==> src/rtl/video_tx_timing_engine.sv <==
// Raster timing engine for the LCD/TFT panel path: counters, start/stop FSM,
// 2-stage pixel pipeline with RGB565 expansion. Optional colour bars: VIDEO_TX_TESTPAT_EN.
module video_tx_timing_engine #(
  parameter int pVHA       = 480,
  parameter int pVHF       = 8,
  parameter int pVHS       = 10,
  parameter int pVHB       = 43,
  parameter int pVVA       = 272,
  parameter int pVVF       = 12,
  parameter int pVVS       = 10,
  parameter int pVVB       = 4,
  parameter bit pHSPol     = 1'b0,
  parameter bit pVSPol     = 1'b0,
  parameter int pChBits    = 8,
  parameter int pFrameCntW = 16
) (
  input  logic                  iVCLK,
  input  logic                  inVRST,
  input  logic                  iEnable,
  input  logic [15:0]           iRd,
  input  logic                  iEmp,
  output logic                  oRe,
  input  logic                  iUnderrunClr,
`ifdef VIDEO_TX_TESTPAT_EN
  input  logic                  iTestPat,
`endif
  output logic [pChBits-1:0]    oVIDEO_R,
  output logic [pChBits-1:0]    oVIDEO_G,
  output logic [pChBits-1:0]    oVIDEO_B,
  output logic                  oVIDEO_HS,
  output logic                  oVIDEO_VS,
  output logic                  oVIDEO_DE,
  output logic                  oFS,
  output logic                  oUnderrun,
  output logic [pFrameCntW-1:0] oFrameCnt
);

  localparam int HTOT = pVHA + pVHF + pVHS + pVHB;
  localparam int VTOT = pVVA + pVVF + pVVS + pVVB;
  localparam int HW   = $clog2(HTOT);
  localparam int VW   = $clog2(VTOT);

  localparam logic [HW-1:0] H_LAST = HW'(HTOT - 1);
  localparam logic [HW-1:0] H_ACT  = HW'(pVHA);
  localparam logic [HW-1:0] H_SS   = HW'(pVHA + pVHF);
  localparam logic [HW-1:0] H_SE   = HW'(pVHA + pVHF + pVHS);
  localparam logic [VW-1:0] V_LAST = VW'(VTOT - 1);
  localparam logic [VW-1:0] V_ACT  = VW'(pVVA);
  localparam logic [VW-1:0] V_SS   = VW'(pVVA + pVVF);
  localparam logic [VW-1:0] V_SE   = VW'(pVVA + pVVF + pVVS);

  typedef enum logic [1:0] {ST_IDLE, ST_RUN, ST_STOP} state_t;

  function automatic logic [pChBits-1:0] f_exp5(input logic [4:0] c);
    logic [9:0] t;
    t = {c, c};
    return t[9 -: pChBits];
  endfunction

  function automatic logic [pChBits-1:0] f_exp6(input logic [5:0] c);
    logic [11:0] t;
    t = {c, c};
    return t[11 -: pChBits];
  endfunction

  state_t                r_state;
  logic [HW-1:0]         r_h_p0;
  logic [VW-1:0]         r_v_p0;
  logic [pFrameCntW-1:0] r_frame_cnt;

  logic w_run, w_frame_end, w_de_p0, w_hs_p0, w_vs_p0, w_fs_p0, w_tp_p0;

  assign w_run       = (r_state != ST_IDLE);
  assign w_frame_end = w_run && (r_h_p0 == H_LAST) && (r_v_p0 == V_LAST);
  assign w_de_p0     = w_run && (r_h_p0 < H_ACT) && (r_v_p0 < V_ACT);
  assign w_hs_p0     = w_run && (r_h_p0 >= H_SS) && (r_h_p0 < H_SE);
  assign w_vs_p0     = w_run && (r_v_p0 >= V_SS) && (r_v_p0 < V_SE);
  assign w_fs_p0     = w_run && (r_h_p0 == '0) && (r_v_p0 == '0);
`ifdef VIDEO_TX_TESTPAT_EN
  assign w_tp_p0     = iTestPat;
`else
  assign w_tp_p0     = 1'b0;
`endif
  assign oRe         = w_de_p0 && !w_tp_p0;
  assign oFrameCnt   = r_frame_cnt;

  // Stage 0: FSM and raster counters. A dropped enable only takes effect at frame end.
  always_ff @(posedge iVCLK) begin
    if (!inVRST) begin
      r_state     <= ST_IDLE;
      r_h_p0      <= '0;
      r_v_p0      <= '0;
      r_frame_cnt <= '0;
    end else begin
      case (r_state)
        ST_IDLE: begin
          r_h_p0 <= '0;
          r_v_p0 <= '0;
          if (iEnable) r_state <= ST_RUN;
        end
        ST_RUN, ST_STOP: begin
          if (r_h_p0 == H_LAST) begin
            r_h_p0 <= '0;
            r_v_p0 <= (r_v_p0 == V_LAST) ? '0 : r_v_p0 + 1'b1;
          end else begin
            r_h_p0 <= r_h_p0 + 1'b1;
          end
          if (w_frame_end) r_frame_cnt <= r_frame_cnt + 1'b1;
          if (iEnable)          r_state <= ST_RUN;
          else if (w_frame_end) r_state <= ST_IDLE;
          else                  r_state <= ST_STOP;
        end
        default: r_state <= ST_IDLE;
      endcase
    end
  end

  logic r_de_p1, r_hs_p1, r_vs_p1, r_fs_p1, r_re_p1, r_emp_p1;
`ifdef VIDEO_TX_TESTPAT_EN
  logic          r_tp_p1;
  logic [HW-1:0] r_h_p1;
`endif

  // Stage 1: pixel from the FIFO lands; controls and empty flag follow the read.
  always_ff @(posedge iVCLK) begin
    if (!inVRST) begin
      r_de_p1  <= 1'b0;
      r_hs_p1  <= 1'b0;
      r_vs_p1  <= 1'b0;
      r_fs_p1  <= 1'b0;
      r_re_p1  <= 1'b0;
      r_emp_p1 <= 1'b0;
`ifdef VIDEO_TX_TESTPAT_EN
      r_tp_p1  <= 1'b0;
      r_h_p1   <= '0;
`endif
    end else begin
      r_de_p1  <= w_de_p0;
      r_hs_p1  <= w_hs_p0;
      r_vs_p1  <= w_vs_p0;
      r_fs_p1  <= w_fs_p0;
      r_re_p1  <= oRe;
      r_emp_p1 <= iEmp;
`ifdef VIDEO_TX_TESTPAT_EN
      r_tp_p1  <= iTestPat;
      r_h_p1   <= r_h_p0;
`endif
    end
  end

`ifdef VIDEO_TX_TESTPAT_EN
  localparam int            BARW_I = (pVHA / 8 > 0) ? pVHA / 8 : 1;
  localparam logic [HW-1:0] BARW   = HW'(BARW_I);

  function automatic logic [15:0] f_bar(input logic [2:0] idx);
    case (idx)
      3'd0:    return 16'hFFFF;
      3'd1:    return 16'hFFE0;
      3'd2:    return 16'h07FF;
      3'd3:    return 16'h07E0;
      3'd4:    return 16'hF81F;
      3'd5:    return 16'hF800;
      3'd6:    return 16'h001F;
      default: return 16'h0000;
    endcase
  endfunction

  logic [HW-1:0] w_bar_q_p1;
  logic [2:0]    w_bar_p1;
  assign w_bar_q_p1 = r_h_p1 / BARW;
  // Leftover columns when pVHA is not a multiple of 8 stay in the last (black) bar.
  assign w_bar_p1   = (w_bar_q_p1 > HW'(7)) ? 3'd7 : w_bar_q_p1[2:0];
`endif

  logic        w_under_p1;
  logic [15:0] w_pix_p1;
  assign w_under_p1 = r_re_p1 && r_emp_p1;

  always_comb begin
    w_pix_p1 = 16'h0000;
    if (r_de_p1) begin
`ifdef VIDEO_TX_TESTPAT_EN
      if (r_tp_p1)        w_pix_p1 = f_bar(w_bar_p1);
      else if (!r_emp_p1) w_pix_p1 = iRd;
`else
      if (!r_emp_p1)      w_pix_p1 = iRd;
`endif
    end
  end

  // Stage 2: pin registers, aligned two cycles after the counters.
  always_ff @(posedge iVCLK) begin
    if (!inVRST) begin
      oVIDEO_R  <= '0;
      oVIDEO_G  <= '0;
      oVIDEO_B  <= '0;
      oVIDEO_DE <= 1'b0;
      oVIDEO_HS <= ~pHSPol;
      oVIDEO_VS <= ~pVSPol;
      oFS       <= 1'b0;
      oUnderrun <= 1'b0;
    end else begin
      oVIDEO_R  <= f_exp5(w_pix_p1[15:11]);
      oVIDEO_G  <= f_exp6(w_pix_p1[10:5]);
      oVIDEO_B  <= f_exp5(w_pix_p1[4:0]);
      oVIDEO_DE <= r_de_p1;
      oVIDEO_HS <= r_hs_p1 ? pHSPol : ~pHSPol;
      oVIDEO_VS <= r_vs_p1 ? pVSPol : ~pVSPol;
      oFS       <= r_fs_p1;
      if (w_under_p1)        oUnderrun <= 1'b1;
      else if (iUnderrunClr) oUnderrun <= 1'b0;
    end
  end

endmodule

==> config.mk <==
export PLATFORM = sky130hd
export DESIGN_NAME = video_tx_timing_engine
export DESIGN_NICKNAME = d
export VERILOG_FILES = /design/src/rtl/video_tx_timing_engine.sv
export SDC_FILE = /design/constraint.sdc
export NUM_CORES = 1
export LEC_CHECK = 0
export CORE_MARGIN = 5
export CORE_UTILIZATION = 48
export DETAILED_ROUTE_END_ITERATION = 10
export DONT_BUFFER_PORTS = 1
export SYNTH_ARGS = -nofsm -noshare
export SYNTH_HDL_FRONTEND = slang
export SYNTH_SLANG_ARGS = --single-unit
==> constraint.sdc <==
create_clock -name iVCLK -period 5.4 [get_ports iVCLK]
set_input_delay 1.08 -clock iVCLK [delete_from_list [all_inputs] [get_ports iVCLK]]
set_output_delay 1.08 -clock iVCLK [all_outputs]
set_load 0.005 [all_outputs]
==> summary.md <==
| Metric | Value |
|---|---|
| Outcome | complete, no violations |
| RSZ-0062 raised after global routing | no |
| Chip Width | 87.3 µm |
| Vias per cell | 5.90 |
| Tot GR Track Use | 16.5% |
| CTS Buffer Depth | 2 |
| PostCTS Resize Cnt | 0 |
| CTS tree | done |
| Clock Skew | 0.00563 ns |
| Max VDD drop | 0.212 mV |
| Post-synth EDFFs | 0 |
| Syn Inst Count | 316 |
| Fillcell total | 527 |
| Ys async rst share | 0% |
| # H-tree levels | 3 |
| CP Capture Type | output port |
| Fmax | 0.394 GHz |
| Die ar. | 7630 µm² |
| Slew HR | 50.6% |
| Layout Utilization | 51.8% |
| Worst setup path class | reg2out |
| Total gr overflow | 0 |
| Maxcap violations | 0 |
| Worst-path clk slew | 0.07 ns |
| Die height | 87.3 µm |
| # setup viols final | 0 |
| Root buffer cell | clkbuf_8 |
| CTS sink cnt | 63 |
| Critical path buffer and inverter count | 0 |
| Multi-input logic area | 1420 µm² |
| Most frequent cells in the layout | 63 x dfxtp_1, 23 x nor2_1, 21 x and2_1 |
| Largest net degree at the start of global routing | 29 |
| Fin Setup TNS | 0 ns |
| DRT iter0 DRCs | 173 |
| Via count | 2,254 |
| DRC errors left | 0 |
| Vias in the first global route | 2,041 |
| Commonest non-fill, non-tap cell in the layout | dfxtp_1 |
| Pleak | 1.03 nW |
| Tmin final | 2.54 ns |
| Sequential share of the synthesized area | 43.9% |
| Drt pass-1 iters | 4 |
| Syn Nets | 345 |
| I/O pin cnt | 67 |
| # diodes | 0 |
| Clock Latency Late Sink | 0.34 ns |
| Syn. warnings | 0 |
| Cts bufs inserted | 9 |
| Worst Max-Slew Pin Slew | 0.736 ns |
| WL per Instance | 15.6 µm |
| CTS Hold Bufs | 0 |
| PD cells | 303 nW/µm² |
| Post-CTS setup buffers | 0 |
| Fin. Hold Viols | 0 |
| Final Net Count | 331 |
| Top delay family on crit path | flip-flops |
| FF-to-FF setup slack | 3.15 ns |
| Initial antenna violation count | 0 |
| Mean area per synthesized cell | 9.08 µm² |
| Fraction of layout cells with a size suffix above 1 | 6.19% |
| First-pass GRT wire length | 9.92 mm |
| Cell variety after synth | 45 |
| CP Data Required Time | 4.32 ns |
| Layout area overhead | 5.62% |
| CP Cell Sequence | o41ai_1 > and3_1 |
| Worst-path fanout max | 12 |
| Post-route ant nets | 0 |
| Tcrit/Tclk final | 47.0% |
| CP Launch Type | register |
| Row cnt | 28 |
| Slowest Stage Delay on Critical Path | 0.44 ns |
| Max stage delay cell, worst path | dfxtp_1 |
| Fin. max-slew vios | 0 |
| Mapped Area | 2870 µm² |
| Core Region | 5850 µm² |
| Crit path DAT | 1.46 ns |
| Sequential cell area | 1260 µm² |
| Post-DP HPWL | 4.14 mm |
| Final wirelength | 5.96 mm |
| Yosys reg bits | 63 |
| Initial Util | 49.1% |
| Ys flop type | dfxtp_1 |
| Placer Congestion | 0.806 |
| Hold Path Class | reg2reg |
| IO Port Bufs | 0 |
## state kept, by name, indices dropped and copies added, names as in the netlist, 2 cells and up
register	count
oFrameCnt	16
oVIDEO_B	5
oVIDEO_G	6
oVIDEO_R	5
r_h_p0	10
r_state	2
r_v_p0	9
## cells by family (layout without fill, tap and decap cells)
family / after synthesis / in the layout / synth area share [%]
adders and majority gates: 8 / 8 / 3.49
and+or+nand+nor: 140 / 140 / 29.6
xor gates and xnor gates: 11 / 11 / 3.36
DFF: 63 / 63 / 43.9
muxes: 2 / 2 / 0.697
AOI/OAI and AO/OA: 54 / 54 / 12.4
buffers and inverters: 38 / 29 / 6.49
## power breakdown
part           internal (mW)  switching, mW  leakage (nW)
sequential             0.470        0.00368         0.509
combinational         0.0104         0.0187         0.423
clock                  0.218          0.196         0.100
## per-stage QoR
step                      worst slack (ns)  cells  hold slack, ns  power, mW  cell area, µm²
after global placement                2.95    366           0.372      0.513            2830
after floorplan                       3.29    316           0.352      0.510            2870
after detailed placement              2.92    366           0.355      0.514            2830
final                                 2.86    382           0.388      0.917            3030
after global routing                  2.75    382           0.405      0.959            3030
after CTS                             2.85    382           0.388      0.931            3030
## synthesized netlist by cell type, drive strengths merged, types with 2 or more instances
cell / number / area [µm²]
nor2b: 3 / 18.8
and3: 5 / 31.3
a31oi: 6 / 37.5
o31ai: 12 / 90.1
dfxtp: 63 / 1260
or4: 13 / 97.6
o21ai: 5 / 25.0
nand3: 17 / 85.1
a21oi: 18 / 90.1
a22o: 3 / 26.3
buf: 12 / 86.3
nand2: 19 / 71.3
nor4: 5 / 46.3
nand2b: 3 / 18.8
a41oi: 3 / 26.3
and2: 21 / 131
nand4b: 4 / 35.0
ha: 8 / 100
and4: 10 / 87.6
inv: 12 / 45.0
nand4: 10 / 77.6
nor2: 23 / 86.3
xnor2: 7 / 61.3
nor3: 3 / 15.0
mux2i: 2 / 20.0
clkbuf: 13 / 51.3
xor2: 4 / 35.0
## layout make-up
cell class                      count  area share [%]
Tap cell                           75            3.10
Sequential cell                    63            41.6
Multi-Input combinational cell    215            46.9
Inverter                           13            1.61
Clock inverter                      7            2.68
Clock buffer                        9            4.09
## metal layers
layer,part of all wire [%],global-route usage (%),up-vias
li1,-,-,1113
met1,45,20.7,1052
met2,45,25.3,77
met3,7.2,5.68,12
met4,2.1,7.95,0
met5,0,0,-
## final timing paths
kind              startpoint       endpoint  depth (start not counted)
setup / recovery   r_v_p0[4]            oRe                          2
hold / removal       r_vs_p1      oVIDEO_VS                          1
setup reg to reg  r_state[0]  oFrameCnt[15]                          6
hold reg to reg      r_vs_p1      oVIDEO_VS                          1
Power figures use the tool's default switching activity.
